==> src/rtl/hack_pkg.sv <==
// Shared types and constants for the Hack CPU control unit: state encoding,
// instruction field positions and datapath widths.
package hack_pkg;

  localparam int unsigned AddrW = 15;
  localparam int unsigned DataW = 16;

  localparam int unsigned IR_CINST   = 15;
  localparam int unsigned IR_A       = 12;
  localparam int unsigned IR_COMP_HI = 11;
  localparam int unsigned IR_COMP_LO = 6;
  localparam int unsigned IR_DEST_A  = 5;
  localparam int unsigned IR_DEST_D  = 4;
  localparam int unsigned IR_DEST_M  = 3;
  localparam int unsigned IR_JLT     = 2;
  localparam int unsigned IR_JEQ     = 1;
  localparam int unsigned IR_JGT     = 0;

  typedef enum logic [2:0] {
    StFetch,
    StDecode,
    StMemRd,
    StExec,
    StMemWr,
    StCommit,
    StHalted
  } state_e;

endpackage

==> src/rtl/hack_jump_cond.sv <==
// Combinational jump resolution from the lt/eq/gt jump bits and the latched
// ALU zero/negative flags.
module hack_jump_cond (
  input  logic [2:0] jump_i,
  input  logic       zr_i,
  input  logic       ng_i,
  output logic       take_o
);

  // jump_i = {lt, eq, gt}
  always_comb begin
    take_o = (jump_i[2] & ng_i) | (jump_i[1] & zr_i) | (jump_i[0] & ~zr_i & ~ng_i);
  end

endmodule

==> src/rtl/hack_cpu_ctrl.sv <==
// Multi-cycle Hack CPU control unit driving an external combinational ALU.
// Optional self-loop halt detection is enabled by defining HACK_HALT_DETECT_EN.
module hack_cpu_ctrl
  import hack_pkg::*;
#(
  parameter logic [14:0] RESET_PC = 15'd0
) (
  input  logic              clk,
  input  logic              reset,
  output logic              imem_req,
  output logic [AddrW-1:0]  imem_addr,
  input  logic              imem_ack,
  input  logic [DataW-1:0]  imem_data,
  output logic              dmem_rd,
  output logic              dmem_wr,
  output logic [AddrW-1:0]  dmem_addr,
  output logic [DataW-1:0]  dmem_wdata,
  input  logic              dmem_ack,
  input  logic [DataW-1:0]  dmem_rdata,
  output logic [DataW-1:0]  alu_x,
  output logic [DataW-1:0]  alu_y,
  output logic              alu_zx,
  output logic              alu_nx,
  output logic              alu_zy,
  output logic              alu_ny,
  output logic              alu_f,
  output logic              alu_no,
  input  logic [DataW-1:0]  alu_out,
  input  logic              alu_zr,
  input  logic              alu_ng,
  output logic [AddrW-1:0]  pc,
  output logic              halt
);

  localparam logic [AddrW-1:0] PcOne = 15'd1;

  state_e           state_q, state_d;
  logic [AddrW-1:0] pc_q, pc_d;
  logic [DataW-1:0] a_q, a_d;
  logic [DataW-1:0] d_q, d_d;
  logic [DataW-1:0] ir_q, ir_d;
  logic [DataW-1:0] mdr_q, mdr_d;
  logic [DataW-1:0] r_q, r_d;
  logic             zr_q, zr_d;
  logic             ng_q, ng_d;
  logic             imem_req_q, imem_req_d;
  logic             dmem_rd_q, dmem_rd_d;
  logic             dmem_wr_q, dmem_wr_d;
  logic             take;
  logic [AddrW-1:0] pc_inc;

  hack_jump_cond u_jump_cond (
    .jump_i ({ir_q[IR_JLT], ir_q[IR_JEQ], ir_q[IR_JGT]}),
    .zr_i   (zr_q),
    .ng_i   (ng_q),
    .take_o (take)
  );

  assign pc_inc = pc_q + PcOne;

  always_ff @(posedge clk) begin
    if (reset) begin
      state_q    <= StFetch;
      pc_q       <= RESET_PC;
      a_q        <= '0;
      d_q        <= '0;
      ir_q       <= '0;
      mdr_q      <= '0;
      r_q        <= '0;
      zr_q       <= 1'b0;
      ng_q       <= 1'b0;
      imem_req_q <= 1'b0;
      dmem_rd_q  <= 1'b0;
      dmem_wr_q  <= 1'b0;
    end else begin
      state_q    <= state_d;
      pc_q       <= pc_d;
      a_q        <= a_d;
      d_q        <= d_d;
      ir_q       <= ir_d;
      mdr_q      <= mdr_d;
      r_q        <= r_d;
      zr_q       <= zr_d;
      ng_q       <= ng_d;
      imem_req_q <= imem_req_d;
      dmem_rd_q  <= dmem_rd_d;
      dmem_wr_q  <= dmem_wr_d;
    end
  end

  always_comb begin
    state_d = state_q;
    pc_d    = pc_q;
    a_d     = a_q;
    d_d     = d_q;
    ir_d    = ir_q;
    mdr_d   = mdr_q;
    r_d     = r_q;
    zr_d    = zr_q;
    ng_d    = ng_q;

    case (state_q)
      StFetch: begin
        // An ack with no request outstanding is ignored.
        if (imem_req_q && imem_ack) begin
          ir_d    = imem_data;
          state_d = StDecode;
        end
      end
      StDecode: begin
        if (!ir_q[IR_CINST]) begin
          a_d     = ir_q;
          pc_d    = pc_inc;
          state_d = StFetch;
        end else begin
          state_d = ir_q[IR_A] ? StMemRd : StExec;
        end
      end
      StMemRd: begin
        if (dmem_rd_q && dmem_ack) begin
          mdr_d   = dmem_rdata;
          state_d = StExec;
        end
      end
      StExec: begin
        r_d     = alu_out;
        zr_d    = alu_zr;
        ng_d    = alu_ng;
        state_d = ir_q[IR_DEST_M] ? StMemWr : StCommit;
      end
      StMemWr: begin
        if (dmem_wr_q && dmem_ack) begin
          state_d = StCommit;
        end
      end
      StCommit: begin
        // a_q still holds the pre-instruction A, so it is the jump target.
        pc_d = take ? a_q[AddrW-1:0] : pc_inc;
        if (ir_q[IR_DEST_A]) a_d = r_q;
        if (ir_q[IR_DEST_D]) d_d = r_q;
        state_d = StFetch;
`ifdef HACK_HALT_DETECT_EN
        if (take && (a_q[AddrW-1:0] == pc_q)) begin
          state_d = StHalted;
        end
`endif
      end
`ifdef HACK_HALT_DETECT_EN
      StHalted: state_d = StHalted;
`endif
      default: state_d = StFetch;
    endcase

    // Requests are registered so they rise on the state-entry edge.
    imem_req_d = (state_d == StFetch);
    dmem_rd_d  = (state_d == StMemRd);
    dmem_wr_d  = (state_d == StMemWr);
  end

  assign imem_req   = imem_req_q;
  assign imem_addr  = pc_q;
  assign dmem_rd    = dmem_rd_q;
  assign dmem_wr    = dmem_wr_q;
  assign dmem_addr  = a_q[AddrW-1:0];
  assign dmem_wdata = r_q;
  assign pc         = pc_q;

  assign alu_x = d_q;
  assign alu_y = ir_q[IR_A] ? mdr_q : a_q;
  assign {alu_zx, alu_nx, alu_zy, alu_ny, alu_f, alu_no} = ir_q[IR_COMP_HI:IR_COMP_LO];

`ifdef HACK_HALT_DETECT_EN
  assign halt = (state_q == StHalted) & ~reset;
`else
  assign halt = 1'b0;
`endif

endmodule

==> config.mk <==
export PLATFORM = sky130hd
export DESIGN_NAME = hack_cpu_ctrl
export DESIGN_NICKNAME = d
export VERILOG_FILES = /design/src/rtl/hack_pkg.sv /design/src/rtl/hack_jump_cond.sv /design/src/rtl/hack_cpu_ctrl.sv
export SDC_FILE = /design/constraint.sdc
export NUM_CORES = 1
export LEC_CHECK = 0
export ABC_AREA = 1
export CAP_MARGIN = 20
export CORE_ASPECT_RATIO = 0.9
export CORE_MARGIN = 2
export CORE_UTILIZATION = 42
export DETAILED_ROUTE_END_ITERATION = 6
export PLACE_DENSITY_LB_ADDON = 0.2
export SLEW_MARGIN = 20
export SYNTH_ARGS = -nofsm -noshare
export SYNTH_HDL_FRONTEND = slang
export SYNTH_SLANG_ARGS = --single-unit
==> constraint.sdc <==
create_clock -name clk -period 1.4 [get_ports clk]
set_input_delay 0.28 -clock clk [delete_from_list [all_inputs] [get_ports clk]]
set_output_delay 0.28 -clock clk [all_outputs]
set_load 0.02 [all_outputs]
# Word-level counts from Yosys, hierarchy flattened
# Cells that the tools add are included.
[word_totals] ff_bits=103 input_bits=54 out_inout_bits=103 elab_cells=55
[op_classes] add_sub_neg=1 n_eq_ne=9 muxes=14 bitwise=8 n_reduce_logical=11
[ops] op="two-way mux 16 bit" count=3
[ops] op="case mux 16 bit (2 select lines)" count=1
[ops] op="two-way mux 15 bit" count=2
[ops] op="case mux 15 bit (2 select lines)" count=1
[ops] op="adder 15 x 1 -> 15 bit (second input constant)" count=1
[ops] op="case mux 3 bit (5 select lines)" count=1
[ops] op="== test 3 x 2 -> 1 bit (second input constant)" count=3
[ops] op="== test 3 bit (second input constant)" count=3
[ops] op="two-way mux 3 bit" count=3
[ops] op="AND reduction 2 bit" count=4
[ops] op="logical NOT 3 bit" count=2
[ops] op="bitwise AND 1 bit" count=4
[ops] op="!= test 2 bit (second input constant)" count=2
[ops] op="== test 3 x 1 -> 1 bit (second input constant)" count=1
[ops] op="logical AND 1 bit" count=3
[ops] op="AND reduction 3 bit" count=1
[ops] op="two-way mux 1 bit" count=2
[ops] op="two-way mux 2 bit" count=1
[ops] op="NOT 1 bit" count=2
[ops] op="OR 1 bit" count=2
[ops] op="nonzero test 2 bit" count=1

# Logic depth before layout (Yosys ltp)
[depth] ltp_word=6 depth_mapped=9

# By module
# From an unflattened synthesis, not the netlist that was laid out.
[hier_totals] hier_cells=665 area_unflattened_um2=4680.7
[by_module_without_submodules] module="hack_cpu_ctrl" n_inst=1 cells_per_inst=658 area_each_um2=4650.7 seq_area_each_um2=2062.0
[by_module_without_submodules] module="hack_jump_cond" n_inst=1 cells_per_inst=7 area_each_um2=30.0 seq_area_each_um2=0.0

# Least setup slack after synthesis
# OpenSTA, ideal clock, no wires.
[synth_path] path_kind="register to register" startpoint="register pc_q[0], in the netlist imem_addr[0]" endpoint="register pc_q[12], in the netlist imem_addr[12]" arrival_time_ns=1.383 path_slack_ns=-0.115 stages_incl_launch_ff=9 path_buffers=0 period_less_slack_ns=1.515 path_cell_list="dfxtp_1 -> ha_1 -> nand2_1 -> nor2_1 -> nand3_1 -> nand2_1 -> nand3_1 -> nand2_1 -> a21oi_1"
[synth_via] elab_chain_len=3 word_cells_on_any_way=4
[synth_lines] element="start, declared" line_no="hack_cpu_ctrl.sv:38" text="logic [AddrW-1:0] pc_q, pc_d;"
[synth_lines] element="start signal, assigned" line_no="hack_cpu_ctrl.sv:77" text="pc_q <= pc_d;"
[synth_lines] element="adder 15 x 1 -> 15 bit (*)" line_no="hack_cpu_ctrl.sv:59" text="assign pc_inc = pc_q + PcOne;"
[synth_lines] element="two-way mux 15 bit, on equally long branches" line_no="hack_cpu_ctrl.sv:138, hack_cpu_ctrl.sv:111"
[synth_lines] element="case mux 15 bit (2 select lines) (*)" line_no="hack_cpu_ctrl.sv:102" text="case (state_q)"
# Every way passes the cells marked *; elsewhere a longest branch is shown, timed or not. The select of a mux whose other input is x is not followed.
# A chain may end at the register's enable or synchronous reset.

# Worst setup path after layout
[layout_path] startpoint="register ir_q[12]" endpoint="output alu_y[14]"
[layout_via] elab_chain_len=1
[layout_lines] element="start, declared" line_no="hack_cpu_ctrl.sv:41" text="logic [DataW-1:0] ir_q, ir_d;"
[layout_lines] element="start signal, assigned" line_no="hack_cpu_ctrl.sv:80" text="ir_q <= ir_d;"
[layout_lines] element="two-way mux 16 bit" line_no="hack_cpu_ctrl.sv:169" text="assign alu_y = ir_q[IR_A] ? mdr_q : a_q;"
[layout_lines] element="end, declared" line_no="hack_cpu_ctrl.sv:21" text="output logic [DataW-1:0] alu_y,"
# No other way between the ends.

==> flow_metrics.py <==
metrics = {
    "sta": {
        "setup_ws_ns": -0.181,
        "layout_min_cycle_time_ns": 1.58,
        "hold_viol_final": 0,
        "finalSetupViolCount": 55,
        "post-route-period-util_pct": 113,
        "finalMaxSlewViolations": 0,
        "clock-skew-final_ns": 0.00546,
        "rsz0062_at_grt": "true",
        "fmax_mhz": 632,
    },
    "worst_setup_path": {
        "cp_max_fo": 8,
        "cp-start-kind": "register",
        "crit_type": "register to output port",
        "crit_path_end_kind": "output port",
        "arrival_ns": 1.30,
        "worstPathRequired_ns": 1.12,
    },
    "grt": {
        "grt.total_usage_pct": 24.7,
        "grt_pass1_vias": 4811,
        "grt_antenna_before_repair": 0,
        "overflow": 0,
        "grt_pass1_wl_mm": 23.6,
        "grt_max_degree": 37,
    },
    "route": {
        "dr.pass1.iters": 5,
        "vias_per_cell": 5.26,
        "drc": 0,
        "vias": 5547,
        "wirelength_mm": 17.7,
        "drt_iter0_drc": 413,
        "wl_per_cell_um": 16.7,
        "drtAntennaViolNets": 0,
    },
    "die": {
        "io-pin-count": 157,
        "die_area_mm2": 0.0122,
        "die_x_um": 116,
        "initial_utilization_pct": 43.5,
        "fp.coreArea_mm2": 0.0109,
        "row_count": 36,
        "die_h_um": 105,
    },
    "layout": {
        "num_antenna_cells": 0,
        "area_delta_synth_final_pct": 69.2,
        "finish.utilization_pct": 73.5,
        "fin_area_mm2": 0.00805,
        "drive_above_1_share_pct": 32.1,
        "layout_common_cells": "91 x dfxtp_1, 90 x nand2_1, 85 x nor2_1, 76 x buf_4, 58 x a21oi_1",
        "nets": 953,
        "final_common_cell": "dfxtp_1",
    },
    "clocking": {
        "numCtsBuffers": 9,
        "cts_max_level": 3,
        "cts_hold_buf": 0,
        "clkSinkCount": 103,
        "clkTransAtPathRegs_ns": 0.07,
        "clk_latency_ns": 0.34,
        "cts_tree": "done",
        "clockBufferDepth": 2,
        "root_buffer": "clkbuf_16",
    },
    "synth": {
        "syn_inst": 677,
        "syn-cell-area_mm2": 0.00476,
        "ys_seq_area_share_pct": 43.3,
        "syn_avg_cell_area_um2": 7.03,
        "async_flop_share_pct": 0,
        "syn_nets": 732,
        "ys_types": 31,
        "yosysWarnings": 0,
        "yosys_most_used_dff": "dfxtp_1",
        "synth_edf_count": 0,
        "ys_seq_elements": 103,
    },
    "placement": {
        "place_congestion": 0.892,
        "port_buffers": 155,
        "postPlaceCellArea_mm2": 0.00677,
        "hpwlAfterDp_mm": 11.1,
    },
    "status": {
        "outcome": "complete, but fails checks",
        "failed_checks": "setup timing",
    },
    "min_path": {
        "hold_class": "register to register",
    },
    "power_and_ir_drop": {
        "ir_drop_mv": 0.607,
        "p_per_area_mw_per_mm2": 869,
        "p_total_mw": 7.00,
        "leakagePower_nw": 3.47,
    },
    "flow_run": {
        "max_cap_viol_count": 0,
    },
}
[where the power goes]
group          internal, mW  switching [mW]  total [mW]
registers              3.01          0.0984        3.11
logic                 0.627           0.659        1.29
clock network          1.45            1.15        2.60
[cells by family (layout without fill, tap and decap cells)]
family                   Yosys count  in the layout  synth area share (%)
other                              1              1                0.0788
AO/OA/AOI/OAI                    174            175                  18.8
adder cells (fa/ha/maj)            1              1                 0.263
AND/OR/NAND/NOR                  272            272                  24.1
XOR/XNOR                           2              2                 0.368
buffers and inverters            124            349                  13.1
flip-flops                       103            103                  43.3
[cells in the mapped netlist, types with 3 or more instances]
cell type  number  area share, %
inv_2           3           0.24
a21oi_1        63            6.6
clkbuf_1       19            1.5
nand3_1        48            5.0
dfxtp_1       103             43
o21ai_1        19            2.0
nand2_1       117            9.2
buf_4          33            5.2
inv_1          53            4.2
nand4_1         6           0.79
buf_2          11            1.2
o21ai_0        86            9.0
nor2_1         92            7.3
[cell type report]
cell class,instances,area (um2)
Clock buffer,12,246
Clock inverter,4,52.6
Fill cell,782,2900
Inverter,57,249
Multi-Input combinational cell,451,2560
Sequential cell,103,2090
Tap cell,152,190
Timing Repair Buffer,273,2630
Timing Repair inverter,3,33.8
[metal layers]
metal,GRT usage [%],routed length (um),vias to the layer above
met2,41.9,8790,287
met4,6.04,469,0
li1,-,-,2625
met5,0,0,-
met3,6.26,1500,43
met1,31.2,6900,2592
[flip-flops by register name, indices dropped and copies added, names as in the netlist]
register / count
a_q: 16
alu_x: 16
dmem_wdata: 16
ir_q: 16
mdr_q: 16
imem_addr: 15
state_q: 3
dmem_rd: 1
dmem_wr: 1
imem_req: 1
ng_q: 1
zr_q: 1
[through the flow]
stage / hold slack, ns / cells / setup WS, ns / TNS (ns)
floorplan: 0.360 / 677 / -0.0310 / -0.124
global placement: 0.452 / 998 / -0.164 / -5.22
detailed placement: 0.452 / 998 / -0.207 / -7.56
CTS: 0.462 / 1024 / -0.197 / -1.99
global route: 0.479 / 1055 / -0.206 / -6.52
finish: 0.458 / 1055 / -0.181 / -3.36
[worst max-delay path, stage by stage, from the launching register on]
cell     delay [ns]
dfxtp_4        0.39
buf_16         0.15
buf_12         0.13
o21ai_4        0.14
buf_6          0.14
[worst paths after layout]
kind,slack [ns],end,cells after the start,from
hold reg to reg,0.46,alu_x[12],2,alu_x[12]
hold / removal,0.46,alu_x[12],2,alu_x[12]
setup / recovery,-0.18,alu_y[14],4,ir_q[12]
setup reg to reg,-0.09,a_q[1],10,state_q[1]
[timing repair]
item,4_1_cts,5_1_grt
resized for setup,263,215
endpoints found under the setup margin,139,125
cloned,2,6
pin swaps,4,45
setup buffers,8,25
Note: power is estimated with default switching activity, not from simulation.
